--- src/rtl/spi_cmd_regs_pkg.sv ---
// spi_cmd_regs_pkg: shared constants, types and helpers for the SPI view/colour register block.
// Optional colour command is enabled with the SPI_COLOUR_REGS_EN macro (see spi_cmd_regs.sv).
package spi_cmd_regs_pkg;

  // Fixed-point format of the view vectors: Q6.9, so 1.0 is 1 << 9.
  localparam int unsigned FW_DEFAULT = 16;
  localparam int unsigned FRAC_BITS  = 9;
  localparam logic [15:0] FX_ONE     = 16'(1 << FRAC_BITS);

  // Command byte and payload geometry.
  localparam int unsigned CMD_BITS    = 8;
  localparam logic [7:0]  CMD_VIEW    = 8'h00;
  localparam logic [7:0]  CMD_COLOUR  = 8'h01;
  localparam int unsigned VIEW_VECS   = 6;
  localparam int unsigned COLOUR_W    = 6;
  localparam int unsigned COLOUR_BITS = 2 * COLOUR_W;

  // Power-on view: player at (1.5, 1.5) facing +Y, camera plane along -X.
  localparam logic [15:0] RST_PLAYER_X = 16'h0300;
  localparam logic [15:0] RST_PLAYER_Y = 16'h0300;
  localparam logic [15:0] RST_FACING_X = 16'h0000;
  localparam logic [15:0] RST_FACING_Y = FX_ONE;
  localparam logic [15:0] RST_VPLANE_X = 16'hFF00;
  localparam logic [15:0] RST_VPLANE_Y = 16'h0000;

  // Power-on background colours (2 bits per channel).
  localparam logic [COLOUR_W-1:0] RST_SKY   = 6'b01_01_01;
  localparam logic [COLOUR_W-1:0] RST_FLOOR = 6'b10_10_10;

  typedef enum logic [1:0] {
    ST_IDLE    = 2'd0,
    ST_CMD     = 2'd1,
    ST_PAYLOAD = 2'd2,
    ST_DONE    = 2'd3
  } spi_state_e;

  typedef enum logic {
    PL_VIEW   = 1'b0,
    PL_COLOUR = 1'b1
  } payload_kind_e;

  // Colour payload as it arrives on the wire: sky first, then floor.
  typedef struct packed {
    logic [COLOUR_W-1:0] sky;
    logic [COLOUR_W-1:0] flr;
  } colour_t;

  // Number of payload bits carried by the view command for a given vector width.
  function automatic int unsigned view_bits(input int unsigned fw);
    return VIEW_VECS * fw;
  endfunction

endpackage

--- src/rtl/spi_sync_edge.sv ---
// spi_sync_edge: two-flop synchronisers for the SPI pins plus registered sclk-rise
// and ss_n fall/rise pulses in the clk domain. All outputs are registered and aligned,
// so mosi_o holds the bit that belongs to a sclk_rise_o pulse in the same cycle.
module spi_sync_edge (
  input  logic clk,
  input  logic reset,
  input  logic sclk_i,
  input  logic mosi_i,
  input  logic ss_n_i,
  output logic sclk_rise_o,
  output logic mosi_o,
  output logic ss_n_o,
  output logic ss_fall_o,
  output logic ss_rise_o
);

  logic [1:0] sclk_sync_q;
  logic [1:0] mosi_sync_q;
  logic [1:0] ss_sync_q;
  logic       sclk_prev_q;
  logic       ss_prev_q;
  logic [1:0] prime_q;

  // Synchronise, then form edge pulses. ss_prev_q is held low until the synchroniser
  // holds real samples, so a select already low when reset drops never looks like a
  // fresh falling edge: the bus must be seen idle (high) before a transaction can start.
  always_ff @(posedge clk) begin
    if (reset) begin
      sclk_sync_q <= 2'b00;
      mosi_sync_q <= 2'b00;
      ss_sync_q   <= 2'b11;
      sclk_prev_q <= 1'b0;
      ss_prev_q   <= 1'b0;
      prime_q     <= 2'b00;
      sclk_rise_o <= 1'b0;
      mosi_o      <= 1'b0;
      ss_n_o      <= 1'b1;
      ss_fall_o   <= 1'b0;
      ss_rise_o   <= 1'b0;
    end else begin
      sclk_sync_q <= {sclk_sync_q[0], sclk_i};
      mosi_sync_q <= {mosi_sync_q[0], mosi_i};
      ss_sync_q   <= {ss_sync_q[0], ss_n_i};
      prime_q     <= {prime_q[0], 1'b1};
      sclk_prev_q <= sclk_sync_q[1];
      ss_prev_q   <= prime_q[1] ? ss_sync_q[1] : 1'b0;
      sclk_rise_o <= sclk_sync_q[1] & ~sclk_prev_q;
      mosi_o      <= mosi_sync_q[1];
      ss_n_o      <= ss_sync_q[1];
      ss_fall_o   <= ss_prev_q & ~ss_sync_q[1];
      ss_rise_o   <= ss_sync_q[1] & ~ss_prev_q;
    end
  end

endmodule

--- src/rtl/spi_cmd_regs.sv ---
// spi_cmd_regs: SPI mode-0 slave that receives view vectors (and, with macro
// SPI_COLOUR_REGS_EN defined, background colours) into shadow registers and commits
// them to the live outputs on load_if_ready, i.e. only between visible frames.
module spi_cmd_regs
  import spi_cmd_regs_pkg::*;
#(
  parameter int unsigned FW = FW_DEFAULT
) (
  input  logic                clk,
  input  logic                reset,
  input  logic                i_sclk,
  input  logic                i_mosi,
  input  logic                i_ss_n,
  input  logic                load_if_ready,
  output logic [FW-1:0]       playerX,
  output logic [FW-1:0]       playerY,
  output logic [FW-1:0]       facingX,
  output logic [FW-1:0]       facingY,
  output logic [FW-1:0]       vplaneX,
  output logic [FW-1:0]       vplaneY,
  output logic [COLOUR_W-1:0] sky_rgb,
  output logic [COLOUR_W-1:0] floor_rgb,
  output logic                o_loaded,
  output logic                o_busy
);

  localparam int unsigned VIEW_LEN = view_bits(FW);
  localparam int unsigned SR_W     = VIEW_LEN;
  localparam int unsigned CNT_W    = $clog2(VIEW_LEN + 1);

  logic sclk_rise;
  logic mosi_s;
  logic ss_n_s;
  logic ss_fall;
  logic ss_rise;

  spi_state_e          state_q;
  payload_kind_e       kind_q;
  logic [CNT_W-1:0]    cnt_q;
  logic [CMD_BITS-2:0] cmd_q;
  logic [SR_W-2:0]     sr_q;

  logic [SR_W-1:0]     view_shadow_q;
  logic                view_pend_q;

  logic [CMD_BITS-1:0] cmd_shift_c;
  logic [SR_W-1:0]     sr_shift_c;
  logic                payload_last_c;
  logic                complete_c;
  logic                view_done_c;
  logic                any_pend_c;

  spi_sync_edge u_sync (
    .clk         (clk),
    .reset       (reset),
    .sclk_i      (i_sclk),
    .mosi_i      (i_mosi),
    .ss_n_i      (i_ss_n),
    .sclk_rise_o (sclk_rise),
    .mosi_o      (mosi_s),
    .ss_n_o      (ss_n_s),
    .ss_fall_o   (ss_fall),
    .ss_rise_o   (ss_rise)
  );

  // Incoming bit appended MSB-first to the command and payload shifters.
  assign cmd_shift_c    = {cmd_q, mosi_s};
  assign sr_shift_c     = {sr_q, mosi_s};
  assign payload_last_c = (kind_q == PL_VIEW) ? (cnt_q == CNT_W'(VIEW_LEN - 1))
                                              : (cnt_q == CNT_W'(COLOUR_BITS - 1));
  // A transaction counts only when its final bit lands while select is still low.
  assign complete_c     = (state_q == ST_PAYLOAD) && sclk_rise && payload_last_c && !ss_rise;
  assign view_done_c    = complete_c && (kind_q == PL_VIEW);

  // Receive FSM: command byte, exact-length payload, then ignore until select rises.
  always_ff @(posedge clk) begin
    if (reset) begin
      state_q <= ST_IDLE;
      kind_q  <= PL_VIEW;
      cnt_q   <= '0;
      cmd_q   <= '0;
      sr_q    <= '0;
    end else if (ss_rise) begin
      state_q <= ST_IDLE;
    end else begin
      case (state_q)
        ST_IDLE: begin
          if (ss_fall) begin
            state_q <= ST_CMD;
            cnt_q   <= '0;
          end
        end
        ST_CMD: begin
          if (sclk_rise) begin
            cmd_q <= cmd_shift_c[CMD_BITS-2:0];
            cnt_q <= cnt_q + CNT_W'(1);
            if (cnt_q == CNT_W'(CMD_BITS - 1)) begin
              cnt_q <= '0;
              if (cmd_shift_c == CMD_VIEW) begin
                state_q <= ST_PAYLOAD;
                kind_q  <= PL_VIEW;
              end
`ifdef SPI_COLOUR_REGS_EN
              else if (cmd_shift_c == CMD_COLOUR) begin
                state_q <= ST_PAYLOAD;
                kind_q  <= PL_COLOUR;
              end
`endif
              else begin
                state_q <= ST_DONE;
              end
            end
          end
        end
        ST_PAYLOAD: begin
          if (sclk_rise) begin
            sr_q  <= sr_shift_c[SR_W-2:0];
            cnt_q <= cnt_q + CNT_W'(1);
            if (payload_last_c) begin
              state_q <= ST_DONE;
            end
          end
        end
        default: begin
          state_q <= state_q;
        end
      endcase
    end
  end

  // View shadow: a completion always wins over a same-cycle commit clear, so data
  // arriving alongside load_if_ready stays pending for the next frame.
  always_ff @(posedge clk) begin
    if (reset) begin
      view_shadow_q <= '0;
      view_pend_q   <= 1'b0;
    end else begin
      if (load_if_ready && view_pend_q) begin
        view_pend_q <= 1'b0;
      end
      if (view_done_c) begin
        view_shadow_q <= sr_shift_c;
        view_pend_q   <= 1'b1;
      end
    end
  end

  // Live view vectors change only on a commit of a pending view set.
  always_ff @(posedge clk) begin
    if (reset) begin
      playerX <= FW'(RST_PLAYER_X);
      playerY <= FW'(RST_PLAYER_Y);
      facingX <= FW'(RST_FACING_X);
      facingY <= FW'(RST_FACING_Y);
      vplaneX <= FW'(RST_VPLANE_X);
      vplaneY <= FW'(RST_VPLANE_Y);
    end else if (load_if_ready && view_pend_q) begin
      playerX <= view_shadow_q[VIEW_LEN-1 -: FW];
      playerY <= view_shadow_q[VIEW_LEN-1-FW -: FW];
      facingX <= view_shadow_q[VIEW_LEN-1-2*FW -: FW];
      facingY <= view_shadow_q[VIEW_LEN-1-3*FW -: FW];
      vplaneX <= view_shadow_q[VIEW_LEN-1-4*FW -: FW];
      vplaneY <= view_shadow_q[FW-1:0];
    end
  end

`ifdef SPI_COLOUR_REGS_EN
  colour_t col_shadow_q;
  logic    col_pend_q;
  logic    col_done_c;

  assign col_done_c = complete_c && (kind_q == PL_COLOUR);
  assign any_pend_c = view_pend_q || col_pend_q;

  // Colour shadow, same pending/overwrite rules as the view set.
  always_ff @(posedge clk) begin
    if (reset) begin
      col_shadow_q <= '{sky: RST_SKY, flr: RST_FLOOR};
      col_pend_q   <= 1'b0;
    end else begin
      if (load_if_ready && col_pend_q) begin
        col_pend_q <= 1'b0;
      end
      if (col_done_c) begin
        col_shadow_q <= colour_t'(sr_shift_c[COLOUR_BITS-1:0]);
        col_pend_q   <= 1'b1;
      end
    end
  end

  // Live colours change only on a commit of a pending colour set.
  always_ff @(posedge clk) begin
    if (reset) begin
      sky_rgb   <= RST_SKY;
      floor_rgb <= RST_FLOOR;
    end else if (load_if_ready && col_pend_q) begin
      sky_rgb   <= col_shadow_q.sky;
      floor_rgb <= col_shadow_q.flr;
    end
  end
`else
  assign any_pend_c = view_pend_q;
  assign sky_rgb    = RST_SKY;
  assign floor_rgb  = RST_FLOOR;
`endif

  // Status: commit strobe and bus-activity flag.
  always_ff @(posedge clk) begin
    if (reset) begin
      o_loaded <= 1'b0;
      o_busy   <= 1'b0;
    end else begin
      o_loaded <= load_if_ready && any_pend_c;
      o_busy   <= ~ss_n_s;
    end
  end

endmodule

--- config.mk ---
export PLATFORM = sky130hd
export DESIGN_NAME = spi_cmd_regs
export DESIGN_NICKNAME = d
export VERILOG_FILES = /design/src/rtl/spi_cmd_regs_pkg.sv /design/src/rtl/spi_sync_edge.sv /design/src/rtl/spi_cmd_regs.sv
export SDC_FILE = /design/constraint.sdc
export NUM_CORES = 1
export LEC_CHECK = 0
export CAP_MARGIN = 20
export CORE_MARGIN = 4
export CORE_UTILIZATION = 40
export DETAILED_ROUTE_END_ITERATION = 6
export GPL_TIMING_DRIVEN = 0
export PLACE_DENSITY_LB_ADDON = 0.15
export SLEW_MARGIN = 20
export SYNTH_ARGS = -nofsm -noshare
export SYNTH_HDL_FRONTEND = slang
export SYNTH_SLANG_ARGS = --single-unit
--- constraint.sdc ---
create_clock -name clk -period 2.9 [get_ports clk]
set_input_delay 0.435 -clock clk [delete_from_list [all_inputs] [get_ports clk]]
set_output_delay 0.435 -clock clk [all_outputs]
set_load 0.1 [all_outputs]
### Word-level counts from Yosys, hierarchy flattened

Index checks and enable logic that the tools add are counted.

* add/subtract/negate cells: 1
* $mul: 0
* div/mod/pow operators: 0
* order comparisons: 0
* equality and inequality tests: 9
* shift-type cells: 0
* mux-type cells: 15
* bitwise operators: 9
* reduce and logical (&&, ||, !) cells: 15

Operators with widths (count)
* $mux W7: 4
* $pmux W7 S3: 1
* $mux W2: 5
* $logic_not A8 Y1: 1
* $add A7 B1 Y7 const B: 1
* $eq A7 B3 Y1 const B: 1
* $eq A7 B7 Y1 const B: 1
* $ne A2 B1 Y1 const B: 3
* $not A1 Y1: 6
* $pmux W2 S3: 1
* $reduce_and A3 Y1: 2
* $reduce_and A6 Y1: 1
* $reduce_and A5 Y1: 1
* $logic_and A1 B1 Y1: 4
* $mux W1: 4
* $ne A2 B2 Y1 const B: 2
* $reduce_or A2 Y1: 2
* $and A1 B1 Y1: 3
* $reduce_bool A3 Y1: 1
* $eq A2 B1 Y1 const B: 1
* $eq A2 B2 Y1 const B: 1
* $logic_not A2 Y1: 1
* $reduce_bool A2 Y1: 1
* $logic_not A1 Y1: 1

* flip-flop bits (word level): 321
* bits in latches: 0
* RAM bits: 0
* memory bits (read-only): 0
* input port bits: 6
* output and inout port bits: 110
* logic and storage cells: 75
* memories: 0

### Depth between registers and ports, before layout

Gate-level depths: netlist of run 1.

* depth after elaboration: 5
* mapped depth: 10
* mapped depth without buffers: 6

### By module

From an unflattened synthesis of run 1, not the netlist that was laid out.

* cells, all modules: 1398
* area, all modules: 11185.7 µm²

By module, submodules not included
* spi_cmd_regs: instances 1, cells an instance 1367, area an instance 10771.6 µm², seq. area each 6125.9 µm²
* spi_sync_edge: instances 1, cells an instance 31, area an instance 414.1 µm², seq. area each 300.3 µm²

### Worst setup path before layout of run 1

OpenSTA, ideal clock, no wires.

* path kind: reg-to-reg
* start point: register state_q[0]
* end point: register cnt_q[0]
* setup time: 70 ps
* arrival: 2110 ps
* data required time: 2830 ps
* path slack: 720 ps
* stages on the path, launching flop included: 9
* path buffers: 2
* period minus slack after synthesis: 2180 ps
* cells stage by stage: dfxtp_1 -> inv_1 -> ha_1 -> buf_6 -> o21ba_1 -> or4_1 -> buf_2 -> or4_1 -> a21oi_1

* cells in the longest elaborated chain, start to end: 3
* elaborated cells on any way between the ends: 9
* classes of those cells: eq/ne: 5; mux: 1; reduce/logical: 3

RTL lines
* start: declaration: line spi_cmd_regs.sv:37 `spi_state_e state_q;`
* start signal: assignment: line spi_cmd_regs.sv:125 `state_q <= state_q;`
* $eq A2 B1 Y1 (tied with other cells): line spi_cmd_regs.sv:86 `case (state_q)`
* $ne A2 B1 Y1 (no line) or $reduce_bool A3 Y1 (tied branches)
* $reduce_and A5 Y1 (no line)
* end signal: assignment: line spi_cmd_regs.sv:96 `cnt_q <= cnt_q + CNT_W'(1);`
* end signal: assignment: line spi_cmd_regs.sv:118 `cnt_q <= cnt_q + CNT_W'(1);`
* end: declaration: line spi_cmd_regs.sv:39 `logic [CNT_W-1:0] cnt_q;`

Parallel ways exist; a longest one is shown, timed or not.
A chain may end at the register's enable or synchronous reset.

### Worst setup path in the final report of run 1

* start point: register state_q[0]
* end point: register view_shadow_q[72]

* cells in the longest elaborated chain, start to end: 4

RTL lines
* $eq A2 B2 Y1: line spi_cmd_regs.sv:72 `assign complete_c = (state_q == ST_PAYLOAD) && sclk_rise && payload_last_c && !ss_rise;`
* $logic_and A1 B1 Y1 (3 in a row): line spi_cmd_regs.sv:72
* end signal: assignment: line spi_cmd_regs.sv:142 `view_shadow_q <= sr_shift_c;`
* end: declaration: line spi_cmd_regs.sv:43 `logic [SR_W-1:0] view_shadow_q;`

Every way passes these cells.

==> results by group, run 1 <==
Die
  – Core ar.: 27200 um2
  – Full die area: 30600 um2
  – Initial core utilization: 41.1%
  – I/O pin count: 116
  – Die H: 175 um
  – Chip Width: 175 um
  – Floorplan row count: 60

CTS
  – CTS Sinks: 321
  – Setup bufs post-CTS: 0
  – Worst skew pair latency: 0.50 ns
  – Num CTS Buffers: 34
  – Clock Root Buffer: clkbuf_16
  – CTS tree: yes
  – Clk pin slew, worst setup/hold paths: 0.06 ns
  – Clk buf depth: 3
  – H-tree levels: 2

Outcome
  – Status: finished clean

Synthesis
  – Post-Syn Area: 11200 um2
  – Seq cells post-synth: 321
  – Largest area contributor in the netlist: dfxtp_1
  – Async SR Flop Fraction: 0%
  – Synth top area cells: dfxtp_1 58%, nand2_1 19%, a21oi_1 12%, clkbuf_1 2.9%, mux2i_1 0.90%
  – Syn Inst Count: 1398
  – Share of the synthesized area in the top cell type: 57.6%
  – Main synth FF type: dfxtp_1
  – Number of flops mapped to enable cells by yosys: 0
  – Yosys warns: 0
  – Sequential-to-total area share from yosys stat: 57.6%
  – Synth cell types: 34
  – Syn Area/Cell: 7.99 um2

Worst setup path
  – Critical path class: flip-flop to flip-flop
  – Crit path launch type: flip-flop
  – CP Capture Type: flip-flop
  – Max Fanout on Critical Path: 10
  – WP data arrival: 3.03 ns
  – Required time worst endpoint: 3.32 ns

STA
  – Max-Slew Margin vs Limit: 32.3%
  – Crit path time final: 2.61 ns
  – Fin. max-slew vios: 0
  – Max Clk Rate: 0.384 GHz
  – Layout Skew: 0.0129 ns
  – Final setup viols: 0
  – Worst slew pin tran: 1.02 ns
  – Period utilization: 89.9%
  – Endpoints failing hold: 0
  – RSZ-0062 raised after global routing: no
  – Setup TNS Final: 0 ns

GRT
  – Number of antenna violations at the first check in global routing: 0
  – Largest net degree at the start of global routing: 14
  – Vias in the first global route: 8710
  – Total track usage: 16.9%
  – First-pass GRT wire length: 43500 um
  – Grt total ovfl: 0

Routing
  – DR vias: 9210
  – DRT Wirelength: 26200 um
  – Antenna-violating nets left: 0
  – Initial DRC count: 492
  – DRC viols: 0
  – Number of vias per cell: 4.74
  – DR WL/cell: 13.5 um
  – TritonRoute pass-1 iters: 5

Final layout
  – Ant diodes: 0
  – FF+latch area: 6430 um2
  – Post-route cell area: 13900 um2
  – Fill cells: 2702
  – Layout cells sized above 1: 4.90%
  – Layout Nets: 1558
  – Area taken by multi-input logic gates: 4290 um2
  – Synth-to-layout area growth: 24.2%
  – Post-layout util: 51.0%

Power and ir drop
  – PwrDens: 652 nW/um2
  – Cell leakage power: 0.00470 uW
  – Worst vdd ir: 0.436 mV
  – Design Power: 9040 uW

Placed design
  – Final GP Congestion: 0.810
  – Port bufs: 103
  – Placement Cell Area: 12700 um2
  – Final HPWL DP: 18500 um

Run
  – Max-cap violations: 0

Worst hold path
  – HP Class: flip-flop to flip-flop
## path summary, 6_finish.rpt
check | from | endpoint | slack (ns) | depth (start not counted)
hold / removal | u_sync.sclk_prev_q | u_sync.sclk_rise_o | 0.38 | 1
setup reg to reg | state_q[0] | view_shadow_q[72] | 0.29 | 10
hold reg to reg | u_sync.sclk_prev_q | u_sync.sclk_rise_o | 0.38 | 1
setup / recovery | state_q[0] | view_shadow_q[72] | 0.29 | 10
## state kept, by name, summed over array words and instances (netlist names), 2 cells and up
register            flops
view_shadow_q          96
sr_q                   95
facingX                16
facingY                16
playerX                16
playerY                16
vplaneX                16
vplaneY                16
cmd_q                   7
cnt_q                   7
state_q                 2
u_sync.mosi_sync_q      2
u_sync.prime_q          2
u_sync.sclk_sync_q      2
u_sync.ss_sync_q        2
## power breakdown
part / total, uW / internal (uW) / switching (uW)
clock: 4430 / 2740 / 1690
sequential: 4420 / 4420 / 4.29
combinational: 197 / 35.8 / 161
## area by class of cell
cell class | instances | share of cell area (%)
tap | 372 | 3.36
sequential | 321 | 46.3
inverter | 5 | 0.135
clock inverter | 8 | 0.848
timing repair buffer | 103 | 7.43
clock buffer | 51 | 7.49
buffer | 112 | 3.49
multi-input combinational | 970 | 30.9
## worst max-delay path, stage by stage (launching register included)
cell      delay, ns
dfxtp_1        0.38
inv_1          0.08
ha_1           0.21
buf_6          0.13
nand3b_1       0.34
or3_1          0.18
clkbuf_1       0.32
clkbuf_2       0.33
clkbuf_2       0.29
nand2_1        0.08
a21oi_1        0.16
## routing by layer
metal | vias to the layer above | track usage (%) | share of wire, %
li1 | 4786 | - | -
met1 | 4212 | 23.1 | 48
met2 | 169 | 27.7 | 46
met3 | 43 | 2.66 | 3.8
met4 | 0 | 5.04 | 2.1
met5 | - | 0 | 0
## per-stage QoR
| stage | hold slack [ns] | setup WS [ns] | cells |
|---|---|---|---|
| 3_3_place_gp | 0.374 | -0.128 | 1883 |
| 2_1_floorplan | 0.363 | 0.720 | 1408 |
| 4_1_cts | 0.386 | 0.136 | 1942 |
| 6_report | 0.383 | 0.293 | 1942 |
| 3_5_place_dp | 0.378 | -0.133 | 1883 |
| 5_1_grt | 0.395 | 0.0397 | 1942 |
## layout by cell type (no fill, tap or decap), types with 4 or more instances in the layout
cell type        instances
a21oi_1                277
a22o_1                   4
and3_1                   6
buf_1                    7
buf_2                    5
buf_4                   12
clkbuf_1                91
clkbuf_16               37
clkbuf_2                 4
clkbuf_8                 6
clkdlybuf4s50_1        103
clkinv_2                 4
conb_1                  12
dfxtp_1                321
ha_1                     5
inv_1                    4
mux2i_1                 10
nand2_1                579
nand3_1                 15
nor2_1                  14
nor2b_1                 13
o21ai_0                  9
## cell usage after synthesis (all sizes together), types with 5 or more instances
cell	n
nor2	14
o21ai	9
dfxtp	321
buf	25
clkbuf	87
nand2	579
nand3	15
and3	6
mux2i	10
a21oi	277
nor2b	13
ha	5
## timing repair
action / in CTS / in global routing
hold buffers: 0 / 0
endpoints found under the hold margin: 0 / 0
resized for setup: 2 / 7
endpoints found under the setup margin: 40 / 38
## cells by family (layout without fill, tap and decap cells)
logic type	count (synthesis)	after routing	share of synthesized area, %
and+or+nand+nor	647	647	22.9
DFF	321	321	57.6
AOI/OAI and AO/OA	296	296	13.6
buffers and inverters	117	279	4.46
muxes	10	10	0.897
adders and majority gates	5	5	0.560
other	2	12	0.0673
No activity file was read; power rests on OpenSTA's default activity.
==> run 2, diff against run 1 <==
- ABC_AREA: default -> 1
- MAX_ROUTING_LAYER: default -> met4
- SETUP_SLACK_MARGIN: default -> 0.1
==> run 2 against run 1 <==
Worst hold slack worse by 0.017 ns. Power is 0.18% higher. Sequential cell count stayed put. Sequential share of layout area is 0.92 points lower. Critical path type is now flip-flop to output pin. Setup slack better by 0.067 ns. Sequential power hardly changed. Global-route usage is 0.60 points higher.
==> results by group, run 2 <==
Outcome
  – Status: finished clean (unchanged)

Worst setup path
  – Max stage delay cell, worst path: clkdlybuf4s50_1 (was dfxtp_1)
  – CP delay by family, top: buffers and inverters (unchanged)
  – Critical path, cell by cell: clkdlybuf4s50_1 (was inv_1 -> ha_1 -> buf_6 -> nand3b_1 -> or3_1 -> clkbuf_1 -> clkbuf_2 -> clkbuf_2 -> nand2_1 -> a21oi_1)
  – Crit path largest cell delay: 1.17 ns (was 0.38 ns)
  – Critical path class: flip-flop to output pin (was flip-flop to flip-flop)
  – Reg2reg start: any_pend_c (was state_q[0])
  – Required time worst endpoint: 2.47 ns (was 3.32 ns)
  – Crit path launch type: flip-flop (unchanged)
  – Buf/Inv on CP: 1 (was 5)
  – Max Fanout on Critical Path: 2 (was 10)
  – WP data arrival: 2.11 ns (was 3.03 ns)
  – Setup crit start: vplaneX[15] (was state_q[0])
  – CP Capture Type: output pin (was flip-flop)

GRT
  – Vias in the first global route: 9139 (was 8710)
  – Met3 GRT Util: 2.71% (was 2.66%)
  – Total track usage: 17.5% (was 16.9%)
  – Routing usage on met2: 27.7% (about the same)
  – Largest net degree at the start of global routing: 13 (was 14)
  – Number of antenna violations at the first check in global routing: 0 (unchanged)
  – GR Util met1: 23.8% (was 23.1%)
  – First-pass GRT wire length: 44500 um (was 43500 um)
  – Grt total ovfl: 0 (unchanged)
  – Most Crowded Layer GR: met2 (unchanged)

CTS
  – CTS Sinks: 321 (unchanged)
  – Clk pin slew, worst setup/hold paths: 0.06 ns (about the same)
  – Clock Root Buffer: clkbuf_16 (unchanged)
  – Num CTS Buffers: 35 (was 34)
  – Worst skew pair latency: 0.50 ns (about the same)
  – CTS Hold Bufs: 0 (unchanged)
  – CTS tree: yes (unchanged)
  – Clk buf depth: 3 (unchanged)
  – H-tree levels: 2 (unchanged)
  – Setup bufs post-CTS: 0 (unchanged)
  – # resized after CTS: 0 (was 2)

Final layout
  – Ant diodes: 0 (unchanged)
  – Max FFs per register: 96 (unchanged)
  – Synth-to-layout area growth: 23.3% (was 24.2%)
  – FF+latch area: 6430 um2 (unchanged)
  – Most frequent cells in the layout: 464 x nor2_1, 321 x dfxtp_1, 191 x o21ai_0 (was 579 x nand2_1, 321 x dfxtp_1, 277 x a21oi_1)
  – Largest regs: view_shadow_q: 96 flops, sr_q: 95 flops (unchanged)
  – Fill cells: 2826 (was 2702)
  – Largest Register: view_shadow_q (unchanged)
  – Area taken by multi-input logic gates: 4230 um2 (was 4290 um2)
  – Layout Nets: 1661 (was 1558)
  – Commonest non-fill, non-tap cell in the layout: nor2_1 (was nand2_1)
  – Layout cells sized above 1: 6.03% (was 4.90%)

Routing
  – DR WL/cell: 12.9 um (was 13.5 um)
  – Number of vias per cell: 4.62 (was 4.74)
  – DRT Wirelength: 26400 um (was 26200 um)
  – Initial DRC count: 456 (was 492)
  – DRC viols: 0 (unchanged)
  – TritonRoute pass-1 iters: 5 (unchanged)
  – DR vias: 9479 (was 9210)
  – Antenna-violating nets left: 0 (unchanged)

STA
  – Final setup viols: 0 (unchanged)
  – Endpoints failing hold: 0 (unchanged)
  – Min Hold Slack: 0.366 ns (was 0.383 ns)
  – Worst slew pin tran: 0.984 ns (was 1.02 ns)
  – Period utilization: 87.6% (was 89.9%)
  – Max Clk Rate: 0.394 GHz (was 0.384 GHz)
  – Max-Slew Margin vs Limit: 34.2% (was 32.3%)
  – Layout Skew: 0.0108 ns (was 0.0129 ns)
  – Crit path time final: 2.54 ns (was 2.61 ns)
  – Fin. max-slew vios: 0 (unchanged)
  – RSZ-0062 raised after global routing: no (unchanged)

Die
  – Core ar.: 28000 um2 (was 27200 um2)
  – Die H: 177 um (was 175 um)
  – Full die area: 31500 um2 (was 30600 um2)
  – Floorplan row count: 61 (was 60)
  – I/O pin count: 116 (unchanged)
  – Chip Width: 177 um (was 175 um)
  – Initial core utilization: 41.0% (was 41.1%)

Synthesis
  – Async SR Flop Fraction: 0% (unchanged)
  – Commonest cells post-synth: 464 x nor2_1, 321 x dfxtp_1, 191 x o21ai_0, 178 x nand2_1, 88 x inv_1 (was 579 x nand2_1, 321 x dfxtp_1, 277 x a21oi_1, 87 x clkbuf_1, 15 x nand3_1)
  – Syn Area/Cell: 7.65 um2 (was 7.99 um2)
  – Share of the synthesized area in the top cell type: 56.0% (was 57.6%)
  – Main synth FF type: dfxtp_1 (unchanged)
  – Synth top area cells: dfxtp_1 56%, nor2_1 15%, o21ai_0 8.3%, nand2_1 5.8%, a21oi_1 3.1% (was dfxtp_1 58%, nand2_1 19%, a21oi_1 12%, clkbuf_1 2.9%, mux2i_1 0.90%)
  – Yosys warns: 0 (unchanged)
  – Post-Syn Area: 11500 um2 (was 11200 um2)
  – Syn Inst Count: 1501 (was 1398)
  – Seq cells post-synth: 321 (unchanged)
  – Sequential-to-total area share from yosys stat: 56.0% (was 57.6%)
  – Synth cell types: 24 (was 34)
  – Largest area contributor in the netlist: dfxtp_1 (unchanged)
  – Top-count cell post-synth: nor2_1 (was nand2_1)
  – Number of flops mapped to enable cells by yosys: 0 (unchanged)

Run
  – Max-cap violations: 0 (unchanged)

Power and ir drop
  – Switching Share: 20.9% (was 20.5%)
  – Cell leakage power: 0.00540 uW (was 0.00470 uW)
  – PwrDens: 640 nW/um2 (was 652 nW/um2)
  – Clk pwr share: 48.0% (was 48.9%)
  – Logic gate share of total power: 3.2% (was 2.2%)
  – Worst vdd ir: 0.343 mV (was 0.436 mV)
  – Design Power: 9060 uW (was 9040 uW)
  – Sw Pwr: 1890 uW (was 1850 uW)
  – Int Pwr: 7170 uW (was 7190 uW)
  – Sequential power share: 48.8% (was 48.9%)

Placed design
  – Final HPWL DP: 18600 um (was 18500 um)
  – Port bufs: 102 (was 103)
  – Final GP Congestion: 0.820 (was 0.810)

Worst hold path
  – Hold_sp: reset (was u_sync.sclk_prev_q)
  – HP Class: primary input to flip-flop (was flip-flop to flip-flop)
-- run 2: cell count changes after synthesis, sizes merged, moves of 6 or more --
| cell | change |
|---|---|
| a21oi | -205 |
| and3 | -6 |
| buf | +20 |
| clkbuf | -26 |
| inv | +86 |
| mux2i | -10 |
| nand2 | -401 |
| nand3 | +12 |
| nor2 | +452 |
| nor2b | -13 |
| o21ai | +216 |
-- run 2: layer usage --
layer | vias up | routed length (um)
met5 | - | 0
met4 | 0 | 536
met3 | 42 | 1150
met2 | 178 | 11700
met1 | 4262 | 13100
li1 | 4997 | -
-- run 2: cells by family after synthesis --
family          after synthesis  synth area share (%)
flops                       321                  56.0
buf+inv                     197                  7.48
compound gates              297                  13.0
other cells                   2                0.0654
simple gates                679                  23.0
fa+ha+maj                     5                 0.545
-- run 2: metrics by stage --
step	util [%]	cell area (um2)	instances	TNS (ns)	worst slack [ns]
floorplan	-	11500	1511	0	1.33
global placement	46.4	13000	1991	-4.48	-0.153
detailed placement	46.4	13000	1991	-5.91	-0.203
CTS	50.5	14200	2052	0	0.331
global route	50.5	14200	2052	0	0.258
finish	50.5	14200	2052	0	0.360
-- run 2: worst paths after layout --
check / to / slack [ns] / depth (start not counted)
max: vplaneX[15] / 0.36 / 1
min: any_pend_c / 0.37 / 2
max reg2reg: playerY[9] / 0.51 / 6
min reg2reg: o_busy / 0.38 / 1
-- run 2: layout make-up --
class                      instances  share of cell area (%)
multi-input combinational        993                    29.9
buffer                           106                    3.65
clock buffer                      59                    7.83
sequential                       321                    45.4
timing repair buffer             102                    7.21
inverter                          91                    2.41
tap                              378                    3.34
clock inverter                     2                   0.248
-- run 2: power by group through the flow --
stage	combinational, uW	sequential, uW	clock, uW
after floorplan	221	4520	0
after global placement	289	4520	0
after detailed placement	290	4520	0
after CTS	291	4420	4480
after global routing	325	4420	4660
final	289	4420	4350
==> run 3, diff against run 2 <==
- CTS_BUF_LIST: default -> sky130_fd_sc_hd__clkbuf_2
==> run 3 against run 2 <==
Clock-buffer cell count increased by 64. Non-clock buffer count stayed put. Setup slack got worse by 0.14 ns. Final cell count is 3.7% higher. Via count increased by 3.4%. Highest routed layer unchanged. Critical endpoint is now o_loaded. Critical path depth did not move. Power decreased by 16%. Clock power down 33%. Sequential share of layout area up 1.8 points. Maximum frequency is 5.2% lower. Wire length increased by 1.6%. Sequential cell count unchanged.
==> results by group, run 3 (synthesis gave the netlist of run 2 again) <==
STA
  – Period utilization: 92.4% (was 87.6%)
  – RSZ-0062 raised after global routing: no (unchanged)
  – Crit path time final: 2.68 ns (was 2.54 ns)
  – Fin. max-slew vios: 0 (unchanged)
  – Final setup viols: 0 (unchanged)
  – Endpoints failing hold: 0 (unchanged)
  – Worst slew pin tran: 0.970 ns (was 0.984 ns)
  – Max Clk Rate: 0.373 GHz (was 0.394 GHz)
  – Max-Slew Margin vs Limit: 35.3% (was 34.2%)
  – Layout Skew: 0.0845 ns (was 0.0108 ns)
  – Final worst slack: 0.220 ns (was 0.360 ns)

Die
  – Chip Width: 177 um (unchanged)
  – I/O pin count: 116 (unchanged)
  – Initial core utilization: 41.0% (unchanged)
  – Floorplan row count: 61 (unchanged)
  – Full die area: 31500 um2 (unchanged)
  – Core ar.: 28000 um2 (unchanged)
  – Die H: 177 um (unchanged)

Run
  – Max-cap violations: 0 (unchanged)

Power and ir drop
  – Worst vdd ir: 0.238 mV (was 0.343 mV)
  – Design Power: 7630 uW (was 9060 uW)
  – PwrDens: 560 nW/um2 (was 640 nW/um2)
  – Cell leakage power: 0.00591 uW (was 0.00540 uW)

Final layout
  – Synth-to-layout area growth: 18.7% (was 23.3%)
  – Max FFs per register: 96 (unchanged)
  – Layout Nets: 1708 (was 1661)
  – Most frequent cells in the layout: 464 x nor2_1, 321 x dfxtp_1, 191 x o21ai_0 (unchanged)
  – Largest Register: view_shadow_q (unchanged)
  – Largest regs: view_shadow_q: 96 flops, sr_q: 95 flops (unchanged)
  – Final std cells w/o fill: 2127 (was 2052)
  – Layout cells sized above 1: 10.4% (was 6.03%)
  – Commonest non-fill, non-tap cell in the layout: nor2_1 (unchanged)

GRT
  – First-pass GRT wire length: 45200 um (was 44500 um)
  – Grt total ovfl: 0 (unchanged)
  – Vias in the first global route: 9532 (was 9139)
  – Number of antenna violations at the first check in global routing: 1 (was 0)
  – Largest net degree at the start of global routing: 12 (was 13)
  – Total track usage: 17.9% (was 17.5%)

CTS
  – Num CTS Buffers: 82 (was 35)
  – Worst skew pair latency: 0.86 ns (was 0.50 ns)
  – CTS tree: yes (unchanged)
  – H-tree levels: 3 (was 2)
  – CTS Sinks: 321 (unchanged)
  – Clk buf depth: 3 (unchanged)
  – Clock Root Buffer: clkbuf_2 (was clkbuf_16)
  – Clk pin slew, worst setup/hold paths: 0.10 ns (was 0.06 ns)

Routing
  – DRC viols: 0 (unchanged)
  – DR vias: 9798 (was 9479)
  – Antenna-violating nets left: 0 (unchanged)
  – DR WL/cell: 12.6 um (was 12.9 um)
  – TritonRoute pass-1 iters: 5 (unchanged)
  – Initial DRC count: 442 (was 456)
  – DRT Wirelength: 26900 um (was 26400 um)
  – Number of vias per cell: 4.61 (was 4.62)

Worst setup path
  – Critical path class: flip-flop to output pin (unchanged)
  – CP Capture Type: output pin (unchanged)
  – CP delay by family, top: buffers and inverters (unchanged)
  – WP data arrival: 2.24 ns (was 2.11 ns)
  – Max stage delay cell, worst path: clkdlybuf4s50_1 (unchanged)
  – Crit path launch type: flip-flop (unchanged)
  – Required time worst endpoint: 2.47 ns (about the same)
  – Buf/Inv on CP: 1 (unchanged)
  – Max Fanout on Critical Path: 1 (was 2)
  – Critical path, cell by cell: clkdlybuf4s50_1 (unchanged)
  – Crit path largest cell delay: 1.12 ns (was 1.17 ns)

Placed design
  – Placed cell count: 1991 (unchanged)
  – Port bufs: 102 (unchanged)
  – Final HPWL DP: 18600 um (unchanged)
  – Final GP Congestion: 0.820 (unchanged)
  – Pre-CTS setup slack: -0.203 ns (unchanged)

Worst hold path
  – HP Class: primary input to flip-flop (unchanged)

Outcome
  – Status: finished clean (unchanged)
run 3: worst paths after layout:
path,startpoint,endpoint,slack [ns],depth (start not counted)
setup / recovery,o_loaded,o_loaded,0.22,1
setup reg to reg,any_pend_c,vplaneX[13],0.56,6
hold reg to reg,u_sync.ss_n_o,o_busy,0.38,1
hold / removal,reset,any_pend_c,0.06,2
run 3: worst reg2reg max path: stages (launching register included):
cell,delay [ns]
dfxtp_1,0.32
nand2_1,0.43
clkinv_1,0.54
clkbuf_1,0.46
buf_2,0.33
nand2_1,0.08
nand3_1,0.06
run 3: power breakdown:
part	internal, uW	leakage, uW	switching [uW]
clock network	1190	0.000551	1730
registers	4410	0.00259	3.96
logic	73.4	0.00277	217
run 3: area by class of cell:
type	count	area, um2
diodes	1	2.50
plain buffers	106	517
clock buffers	123	616
clock inverters	12	76.3
fillers	2991	14400
inverters	91	342
multi-input cells	993	4230
flip-flops and latches	321	6430
well taps	378	473
repair buffers	102	937
run 3: metal layers:
layer	share of wire, %	vias to the layer above	global-route usage (%)	wire length [um]
met2	45	221	27.9	12000
met1	49	4400	23.3	13000
met5	0	-	-	0
li1	-	5143	-	-
met3	5.5	34	4.05	1480
met4	1.4	0	5.51	369
run 3: per-stage QoR:
step	setup TNS [ns]	utilization (%)	hold slack, ns	area [um2]
finish	0	48.6	0.0625	13600
global route	0	48.6	0.0499	13600
floorplan	0	-	0.363	11500
CTS	0	48.5	0.00540	13600
detailed placement	-5.91	46.4	0.370	13000
global placement	-4.48	46.4	0.371	13000
run 3: repair_timing:
| action | in CTS | in global routing |
|---|---|---|
| hold buffers | 0 | 0 |
| setup endpoints to repair | 87 | 10 |
| buffers inserted | 0 | 0 |
| gates resized for setup | 87 | 10 |
